===== config.mk =====
export PLATFORM = sky130hd
export DESIGN_NAME = regfile_mp
export DESIGN_NICKNAME = d
export VERILOG_FILES = /design/src/rtl/regfile_mp.sv
export SDC_FILE = /design/constraint.sdc
export NUM_CORES = 1
export LEC_CHECK = 0
export CAP_MARGIN = 15
export CORE_MARGIN = 2
export CORE_UTILIZATION = 25
export DETAILED_ROUTE_END_ITERATION = 16
export HOLD_SLACK_MARGIN = 0.12
export PLACE_DENSITY = 0.5
export SLEW_MARGIN = 5
export SYNTH_ARGS = -nofsm -noshare
export SYNTH_HDL_FRONTEND = slang
export SYNTH_SLANG_ARGS = --single-unit

===== constraint.sdc =====
create_clock -name clk -period 7.45 [get_ports clk]
set_input_delay 1.1175 -clock clk [delete_from_list [all_inputs] [get_ports clk]]
set_output_delay 1.1175 -clock clk [all_outputs]
set_load 0.1 [all_outputs]

===== src/rtl/regfile_mp.sv =====
// Multi-read-port register file with single write port, self-clearing init
// sequence after reset, x0 hardwired to zero and optional write-first forwarding.
module regfile_mp #(
    parameter int XLEN   = 32,
    parameter int NREG   = 32,
    parameter int NRP    = 2,
    parameter int BYPASS = 1,
    localparam int AW    = $clog2(NREG)
) (
    input  logic                  clk,
    input  logic                  aresetn,
    input  logic                  i_rden,
    input  logic [NRP*AW-1:0]     i_rs_addr,
    output logic [NRP*XLEN-1:0]   o_rs_data,
    output logic                  o_rd_vld,
    input  logic                  i_wren,
    input  logic [AW-1:0]         i_rdt_addr,
    input  logic [XLEN-1:0]       i_rdt_data,
    output logic                  o_busy,
    output logic                  o_wr_err
);

    typedef enum logic {CLEAR, READY} state_t;

    state_t          state_reg;
    logic [AW-1:0]   ptr_reg;
    logic            wr_err_reg;
    logic            rd_vld_reg;
    logic            user_we;

    // No reset on the array so it can map onto block RAM; CLEAR initialises it.
    logic [XLEN-1:0] mem [NREG];

    assign user_we = i_wren && (i_rdt_addr != '0) && (state_reg == READY);

    always_ff @(posedge clk) begin
        if (!aresetn) begin
            state_reg  <= CLEAR;
            ptr_reg    <= AW'(1);
            wr_err_reg <= 1'b0;
            rd_vld_reg <= 1'b0;
        end else begin
            rd_vld_reg <= i_rden && (state_reg == READY);
            case (state_reg)
                CLEAR: begin
                    if (i_wren) begin
                        wr_err_reg <= 1'b1;
                    end
                    if (ptr_reg == AW'(NREG - 1)) begin
                        state_reg <= READY;
                    end
                    ptr_reg <= ptr_reg + AW'(1);
                end
                READY: begin
                    state_reg <= READY;
                end
                default: begin
                    state_reg <= CLEAR;
                end
            endcase
        end
    end

    // Single write port shared between the clear sweep and user writes.
    always_ff @(posedge clk) begin
        if (aresetn) begin
            if (state_reg == CLEAR) begin
                mem[ptr_reg] <= '0;
            end else if (user_we) begin
                mem[i_rdt_addr] <= i_rdt_data;
            end
        end
    end

    genvar gi;
    generate
        for (gi = 0; gi < NRP; gi++) begin : g_rd
            logic [AW-1:0]   addr;
            logic            fwd;
            logic [XLEN-1:0] data_reg;

            assign addr = i_rs_addr[gi*AW +: AW];
            assign fwd  = (BYPASS != 0) && user_we && (i_rdt_addr == addr);

            always_ff @(posedge clk) begin
                if (!aresetn) begin
                    data_reg <= '0;
                end else if (state_reg == CLEAR) begin
                    data_reg <= '0;
                end else if (i_rden) begin
                    if (addr == '0) begin
                        data_reg <= '0;
                    end else if (fwd) begin
                        data_reg <= i_rdt_data;
                    end else begin
                        data_reg <= mem[addr];
                    end
                end
            end

            assign o_rs_data[gi*XLEN +: XLEN] = data_reg;
        end
    endgenerate

    assign o_busy   = (state_reg == CLEAR);
    assign o_wr_err = wr_err_reg;
    assign o_rd_vld = rd_vld_reg;

endmodule


==> summary.txt, run 1 <==
Status
  • Status: completed

Global routing
  • Vias in the first global route: 27876
  • GRT Overall Usage: 15.8%
  • Initial antenna violation count: 2
  • First-pass GRT wire length: 224 mm
  • Largest net degree at the start of global routing: 132
  • Grt ovf: 0

Logic synthesis
  • Post-synthesis sequential area ratio: 65.3%
  • YS warnings: 0
  • Area contributors post-synth: edfxtp_1 (62%), mux4_2 (23%), dfxtp_1 (2.9%)
  • Share of the synthesized area in the top cell type: 62.4%
  • Cells after Synth: 2492
  • Fraction of registers with async set/reset: 0%
  • Post-synth EDFFs: 1024
  • Yosys reg bits: 1096
  • Syn Nets: 2545
  • Cell taking the most area after synthesis: edfxtp_1
  • Primary FF master, synth: edfxtp_1
  • Mapped Area: 0.0493 mm2
  • Syn avg cell area: 19.8 um2
  • Synth cell types: 53

STA
  • Worst-margin pin slew: 1160 ps
  • Slew headroom: 22.4%
  • Final Critical Period: 4800 ps
  • RSZ-0062 raised after global routing: no
  • Fmax: 208 MHz
  • Worst Skew: 39.4 ps
  • Final setup margin: 2650 ps
  • Final worst-path cycle share: 64.5%
  • Max-slew violations: 0
  • Setup-failing EPs final: 0
  • Final number of hold-violating endpoints: 0
  • Setup TNS: 0 ps

Placement
  • Final GP Congestion: 0.786
  • Post-DP Area: 0.0541 mm2
  • I/O Buffers: 117
  • DP Worst Slack: 1770 ps
  • HPWL after DPL: 99.3 mm
  • Placed Instances: 5131

Cells and area
  • Non-filler cells, final: 5354
  • Layout cells sized above 1: 32.8%
  • Max reg flops: 1024
  • Antenna diodes: 0
  • Fill count: 19041
  • Final Cell Area: 0.0581 mm2
  • Total Nets Final: 2679
  • Area growth, synth to finish: 17.9%

Worst hold path
  • Min-delay worst type: register to register

Die
  • Die width: 448 um
  • Initial Utilization: 25.2%
  • IO Count: 118
  • Die height: 448 um
  • Core outline area: 0.195 mm2
  • Die footprint: 0.201 mm2
  • Number of cell rows: 162

Routing
  • Detailed-route vias per instance: 5.11
  • TritonRoute pass-1 iters: 8
  • Wirelength per Cell: 30.1 um
  • Routed WL: 161 mm
  • Post-route antenna net violation count: 0
  • Initial DRC Count: 2448
  • DR DRC count: 0
  • Routed via count: 27385

Pwr
  • Switch share: 22.1%
  • LEAKAGE: 16.0 nW
  • Power Density: 234 mW/mm2
  • Pwr Total: 0.0136 W
  • Clock power share: 44.8%
  • VDD IR max: 0.195 mV
  • Internal Dissipation: 0.0106 W
  • Switch Pwr: 0.00301 W
  • Combinational share of power: 5.7%
  • Sequential power share: 49.5%

Worst setup path
  • Crit path DAT: 5180 ps
  • CP peak stage delay: 860 ps
  • Setup crit end kind: register
  • Crit Path Class: input port to register
  • Critical Path RT: 7820 ps
  • Crit-path cells: clkdlybuf4s50_1 > clkinv_2 > a211oi_2 > a31oi_2 > nor2_4 > buf_4
  • Critical path's slowest cell: a211oi_2
  • CP Max Fanout: 23
  • Startpoint types: input port

CTS
  • Register clock-pin slew on the reported worst setup and hold paths: 60 ps
  • Clk Latency, worst-skew pair: 750 ps
  • Cells resized by post-CTS repair: 0
  • TritonCTS clock tree: done
  • CTS buffer count: 117
  • Post-CTS setup buffer count: 0
  • Maximum buffer depth of the clock tree: 3
  • Clk sink count: 1096
  • Hold_buf cts: 0
  • Clk root buf: clkbuf_16
  • H-tree depth: 3

Job
  • Max-cap violations: 0
==> power groups by stage <==
stage / registers [W] / clock network (W) / logic, W
CTS: 0.00673 / 0.00621 / 0.000787
global route: 0.00673 / 0.00644 / 0.000814
finish: 0.00673 / 0.00608 / 0.000775
floorplan: 0.00685 / 0 / 0.000504
global placement: 0.00685 / 0 / 0.000788
detailed placement: 0.00686 / 0 / 0.000785
==> metal layers <==
metal	vias up	part of all wire, %	wire length (um)	track usage (%)
li1	11149	-	-	-
met1	15023	43	69000	21.7
met2	1023	48	77800	25.9
met3	188	6.6	10600	2.93
met4	2	2.3	3660	4.09
met5	-	0.0062	10	0
==> Yosys cell counts (34+ instances only) <==
library cell,count
nand2_1,79
edfxtp_1,1024
nor2_1,45
inv_1,35
clkbuf_1,84
mux4_2,507
dfxtp_1,72
o22ai_1,125
mux2i_1,70
nor3_1,34
nand3_1,34
buf_2,71
==> placed cells by master (no fill, tap or decap), types with 17 or more instances in the layout <==
cell type        synthesis  routed
o211ai_1                32      32
buf_4                   25     100
a221o_1                 32      32
inv_1                   35      35
nand3_1                 34      33
o22ai_1                125     125
clkdlybuf4s50_1          0     111
clkbuf_1                84      20
o221ai_1                30      30
edfxtp_1              1024    1024
nor2_4                   0      32
mux4_2                 507     507
nor4_1                  31      31
o22a_1                  30      30
mux2i_1                 70      70
nor3_2                   2      32
nand2_1                 79      78
clkinv_2                 0      28
dfxtp_1                 72      72
clkbuf_8                 1      17
clkbuf_16                0     118
a211oi_1                32      32
==> per-stage QoR <==
stage / hold WS, ps / util [%]
after global placement: 465 / 27.7
final: 472 / 29.7
after floorplan: 510 / -
after global routing: 506 / 29.7
after CTS: 473 / 29.7
after detailed placement: 455 / 27.7
==> final timing paths <==
path                              from  depth (start not counted)              endpoint  slack [ps]
hold reg to reg   g_rd[0].data_reg[15]                          2  g_rd[0].data_reg[15]         470
setup / recovery               aresetn                          6           mem[15][16]        2650
setup reg to reg             state_reg                          5           mem[15][16]        3550
hold / removal    g_rd[0].data_reg[15]                          2  g_rd[0].data_reg[15]         470
==> kinds of logic (layout without fill, tap and decap cells) <==
logic type	Yosys count	count (layout)	synth area share, %
flops	1096	1096	65.3
simple gates	253	253	2.48
compound gates	298	298	4.53
fa+ha+maj	2	2	0.0508
xor+xnor	13	13	0.231
buf+inv	244	482	2.40
mux	586	586	25.0
==> final cells by class <==
cell class	instances	area [um2]	share of cell area, %
sequential	1096	32200	55.4
multi-input combinational	1152	16400	28.2
tap	2624	3280	5.65
clock buffer	155	3260	5.61
timing repair buffer	223	2070	3.57
clock inverter	68	762	1.31
inverter	36	136	0.235
==> worst max-delay path, delay by kind of cell <==
| family | cells | cell delay (ps) |
|---|---|---|
| AOI/OAI and AO/OA | 2 | 1410 |
| buffers and inverters | 3 | 1710 |
| and+or+nand+nor | 1 | 850 |
(Power assumes the default switching activity.)
==> inputs of run 2 (changes only) <==
- clock period: 7.45 -> 4.9 ns (I/O delays scaled with it)
==> run 2 against run 1 <==
Worst setup slack lost 1800 ps. Cell count grew 0.90%. Critical endpoint is now mem[2][18]. Sequential cell count is the same. Via count grew 2.2%.
==> summary.txt, run 2 (synthesis results as in run 1) <==
Cells and area
  • Util after Layout: 30.1% (+0.40 points)
  • Max reg flops: 1024 (unchanged)
  • Area growth, synth to finish: 19.5%
  • Layout cells sized above 1: 34.1% (+1.3 points)
  • FF+latch area: 0.0322 mm2 (unchanged)
  • Commonest non-fill, non-tap cells in the layout: edfxtp_1 (1024), mux4_2 (507), buf_4 (126)
  • Non-filler cells, final: 5402 (+0.90%)
  • Multi-input gate area: 0.0164 mm2 (unchanged)
  • Fill count: 19001 (-0.21%)
  • Leading cell type in the layout, fill and taps excluded: edfxtp_1
  • Total Nets Final: 2730 (+1.9%)

STA
  • Setup TNS: 0 ps (unchanged)
  • Fmax: 248 MHz
  • Worst Skew: 28.1 ps (-11.3 ps)
  • Worst-margin pin slew: 1090 ps (-73.9 ps)
  • Final number of hold-violating endpoints: 0 (unchanged)
  • Final Critical Period: 4030 ps
  • Slew headroom: 27.4% (+4.9 points)
  • Final worst-path cycle share: 82.3%
  • RSZ-0062 raised after global routing: no
  • Max-slew violations: 0 (unchanged)
  • Setup-failing EPs final: 0 (unchanged)

Job
  • Max-cap violations: 0 (unchanged)

Pwr
  • Power Density: 354 mW/mm2 (+51%)
  • Pwr Total: 0.0208 W (+53%)
  • LEAKAGE: 16.3 nW (+2.2%)
  • VDD IR max: 0.303 mV (+55%)

Global routing
  • GRT Overall Usage: 16.8% (+0.92 points)
  • Initial antenna violation count: 3 (+1)
  • Largest net degree at the start of global routing: 80 (-39%)
  • Grt ovf: 0 (unchanged)
  • First-pass GRT wire length: 235 mm (+4.6%)
  • Vias in the first global route: 28589 (+2.6%)

Worst setup path
  • Crit Path Class: input port to register
  • Critical Path RT: 5270 ps (-2550 ps)
  • Startpoint types: input port
  • CP Max Fanout: 25 (+8.7%)
  • Crit path DAT: 4410 ps (-770 ps)
  • Setup crit end kind: register

Routing
  • Routed via count: 27978 (+2.2%)
  • Initial DRC Count: 2740 (+12%)
  • Top layer in use: met4
  • Detailed-route vias per instance: 5.18 (+1.3%)
  • Routed WL: 170 mm (+5.3%)
  • Wire length on met3: 11.3 mm (+6.4%)
  • Metal2 WL: 82.1 mm (+5.6%)
  • Wirelength per Cell: 31.4 um (+4.4%)
  • Metal1 wirelength: 72.6 mm (+5.2%)
  • TritonRoute pass-1 iters: 5 (-3)
  • DR DRC count: 0 (unchanged)
  • Post-route antenna net violation count: 0 (unchanged)

Die
  • Core outline area: 0.195 mm2 (unchanged)
  • Number of cell rows: 162 (unchanged)
  • Die width: 448 um (unchanged)
  • IO Count: 118 (unchanged)
  • Die height: 448 um (unchanged)
  • Initial Utilization: 25.2% (unchanged)
  • Die footprint: 0.201 mm2 (unchanged)

CTS
  • H-tree depth: 3 (unchanged)
  • Maximum buffer depth of the clock tree: 3 (unchanged)
  • TritonCTS clock tree: done
  • Clk root buf: clkbuf_16
  • Clk sink count: 1096 (unchanged)
  • Register clock-pin slew on the reported worst setup and hold paths: 70 ps (about the same)
  • Cells resized by post-CTS repair: 0 (unchanged)
  • Clk Latency, worst-skew pair: 760 ps (about the same)
  • Post-CTS setup buffer count: 0 (unchanged)
  • Hold_buf cts: 0 (unchanged)
  • CTS buffer count: 113 (-3.4%)

Status
  • Status: completed

Placement
  • HPWL after DPL: 98.4 mm (-0.91%)
  • I/O Buffers: 117 (unchanged)
  • Placed Instances: 5186 (+1.1%)
  • Final GP Congestion: 0.778 (-1.0%)

Worst hold path
  • Min-delay worst type: register to register
run 2: routing by layer:
metal,up-vias,track usage (%)
met3,218,2.86
met5,-,0
li1,11262,-
met1,15396,22.9
met2,1102,27.7
met4,0,4.00
run 2: path summary, 6_finish.rpt:
check / slack (ps) / from / cells past startpoint / to
max reg2reg: 960 / state_reg / 7 / mem[2][18]
min reg2reg: 480 / g_rd[0].data_reg[22] / 2 / g_rd[0].data_reg[22]
min: 480 / g_rd[0].data_reg[22] / 2 / g_rd[0].data_reg[22]
max: 870 / i_rdt_addr[1] / 8 / mem[2][18]
run 2: worst max-delay path, stage by stage:
cell and delay (ps):
clkdlybuf4s50_1 680, nor3_1 160, a211oi_2 610, buf_4 290, mux2i_1 630, nand2_1 470
nor2_4 200, buf_4 570
run 2: power by group:
group / switching (W) / internal, W / leakage (nW)
clock network: 0.00392 / 0.00547 / 1.96
registers: 0.0000430 / 0.0102 / 8.70
logic: 0.000732 / 0.000503 / 5.66
total: 0.00469 / 0.0161 / 16.3
run 2: area by class of cell:
cell class / count / share of cell area [%]
Inverter: 36 / 0.232
Timing Repair Buffer: 278 / 4.85
Clock buffer: 143 / 5.21
Sequential cell: 1096 / 54.6
Clock inverter: 72 / 1.61
Antenna cell: 1 / 0.00425
Tap cell: 2624 / 5.57
Multi-Input combinational cell: 1152 / 27.9
run 2: through the flow:
stage	setup slack, ps	instance area (um2)	hold WS (ps)
finish	866	58900	476
global route	778	58900	507
CTS	1080	58900	478
detailed placement	275	54900	463
global placement	217	54900	458
floorplan	1160	49300	510
==> inputs of run 3 (changes only) <==
- PLACE_DENSITY: 0.5 -> 0.51
- clock period: 4.9 -> 3.57 ns (I/O delays scaled with it)
==> run 3 against run 2 <==
Routed wire length is 5.8% lower. Global-route usage is 0.97 points lower. Hold slack got worse by 40 ps. Clock-buffer cell count down 4. Non-clock buffer count grew 57. Worst setup slack worse by 280 ps. Cell count increased by 0.93%. Clock skew down 0.84 ps. Sequential share of layout area decreased by 0.72 points. Sequential power rose by 37%. Critical path type is now register to primary output. Largest cell class unchanged. Largest power group unchanged.
==> summary.txt, run 3 (synthesis results as in run 1) <==
Routing
  • Detailed-route vias per instance: 5.07 (-2.1%)
  • Initial DRC Count: 2783 (+1.6%)
  • TritonRoute pass-1 iters: 5 (unchanged)
  • DR DRC count: 0 (unchanged)
  • Routed WL: 160 mm (-5.8%)
  • Wirelength per Cell: 29.3 um (-6.7%)
  • Post-route antenna net violation count: 0 (unchanged)
  • Routed via count: 27658 (-1.1%)

STA
  • Slew headroom: 21.1% (-6.3 points)
  • Setup TNS: 0 ps (unchanged)
  • Setup-failing EPs final: 0 (unchanged)
  • Worst-margin pin slew: 1180 ps (+93.6 ps)
  • Final worst-path cycle share: 83.7%
  • Fmax: 335 MHz
  • RSZ-0062 raised after global routing: no
  • Final number of hold-violating endpoints: 0 (unchanged)
  • Worst Skew: 27.3 ps (-0.840 ps)
  • Max-slew violations: 0 (unchanged)
  • Final Critical Period: 2990 ps

Cells and area
  • Max reg flops: 1024 (unchanged)
  • Leading cell type in the layout, fill and taps excluded: edfxtp_1
  • Area growth, synth to finish: 21.1%
  • Non-filler cells, final: 5452 (+0.93%)
  • Total Nets Final: 2787 (+2.1%)
  • Fill count: 18996 (-0.026%)
  • Antenna diodes: 0 (-1)
  • Commonest non-fill, non-tap cells in the layout: edfxtp_1 (1024), mux4_2 (507), o22ai_1 (125), buf_4 (125), clkbuf_16 (116)
  • Final Cell Area: 0.0597 mm2 (+1.3%)
  • Layout cells sized above 1: 34.7% (+0.59 points)
  • Util after Layout: 30.5% (+0.40 points)

CTS
  • Register clock-pin slew on the reported worst setup and hold paths: 60 ps (about the same)
  • TritonCTS clock tree: done
  • CTS buffer count: 113 (unchanged)
  • Cells resized by post-CTS repair: 0 (unchanged)
  • Hold_buf cts: 0 (unchanged)
  • Clk sink count: 1096 (unchanged)
  • Clk Latency, worst-skew pair: 740 ps (-20 ps)
  • Post-CTS setup buffer count: 0 (unchanged)
  • Clk root buf: clkbuf_16
  • H-tree depth: 3 (unchanged)
  • Maximum buffer depth of the clock tree: 3 (unchanged)

Worst setup path
  • CP peak stage delay: 1220 ps (+540 ps)
  • Delay-heaviest family, CP: buffers and inverters
  • Startpoint types: register
  • Crit path DAT: 2450 ps (-1960 ps)
  • Setup crit end kind: primary output
  • Critical Path RT: 3030 ps (-2240 ps)
  • Critical path's slowest cell: clkdlybuf4s50_1
  • Crit-path cells: clkdlybuf4s50_1
  • CP Max Fanout: 2 (-92%)
  • Buffers & Inverters on Critical Path: 1 (-2)
  • Crit Path Class: register to primary output

Die
  • Initial Utilization: 25.2% (unchanged)
  • IO Count: 118 (unchanged)
  • Die height: 448 um (unchanged)
  • Die footprint: 0.201 mm2 (unchanged)
  • Core outline area: 0.195 mm2 (unchanged)
  • Number of cell rows: 162 (unchanged)
  • Die width: 448 um (unchanged)

Placement
  • Placed Instances: 5243 (+1.1%)
  • HPWL after DPL: 94.4 mm (-4.0%)
  • Final GP Congestion: 0.766 (-1.5%)
  • I/O Buffers: 117 (unchanged)
  • Post-DP Area: 0.0561 mm2 (+2.1%)

Status
  • Status: completed

Global routing
  • Largest net degree at the start of global routing: 65 (-19%)
  • Grt ovf: 0 (unchanged)
  • First-pass GRT wire length: 224 mm (-4.4%)
  • Vias in the first global route: 28810 (+0.77%)
  • Initial antenna violation count: 7 (+4)
  • GRT Overall Usage: 15.8% (-0.97 points)

Worst hold path
  • Min-delay worst type: input port to register

Pwr
  • VDD IR max: 0.364 mV (+20%)
  • Pwr Total: 0.0276 W (+32%)
  • LEAKAGE: 16.6 nW (+2.0%)
  • Power Density: 463 mW/mm2 (+31%)

Job
  • Max-cap violations: 0 (unchanged)
==> run 3: area by class of cell <==
cell class | instances | area [um2] | share of cell area [%]
flip-flops and latches | 1096 | 32200 | 53.9
clock buffers | 139 | 2990 | 5.01
repair buffers | 335 | 4030 | 6.76
well taps | 2624 | 3280 | 5.50
clock inverters | 70 | 648 | 1.09
multi-input cells | 1152 | 16400 | 27.5
inverters | 36 | 136 | 0.228
==> run 3: path summary, 6_finish.rpt <==
kind	endpoint	slack (ps)	start	cells after the start
worst max-delay path	o_rs_data[7]	580	g_rd[0].data_reg[7]	1
worst max register to register	mem[1][6]	670	state_reg	7
worst min register to register	g_rd[0].data_reg[23]	470	g_rd[0].data_reg[23]	2
worst min-delay path	g_rd[1].data_reg[14]	440	i_rdt_data[14]	2
==> run 3: report_power, final <==
| part | leakage (nW) | switching, W | internal (W) |
|---|---|---|---|
| registers | 8.70 | 0.0000560 | 0.0140 |
| clock network | 1.78 | 0.00517 | 0.00667 |
| logic | 6.17 | 0.000982 | 0.000749 |
| total | 16.6 | 0.00621 | 0.0214 |
==> run 3: layer usage <==
layer	global-route usage, %	routed length [um]
met5	0	39
met2	25.8	76800
met1	21.8	70100
met4	4.12	3680
met3	2.47	9030
==> run 3: through the flow <==
stage,worst slack (ps),hold slack (ps)
after floorplan,25.8,510
after CTS,496,381
after global routing,498,415
after global placement,208,455
after detailed placement,177,462
final,581,436
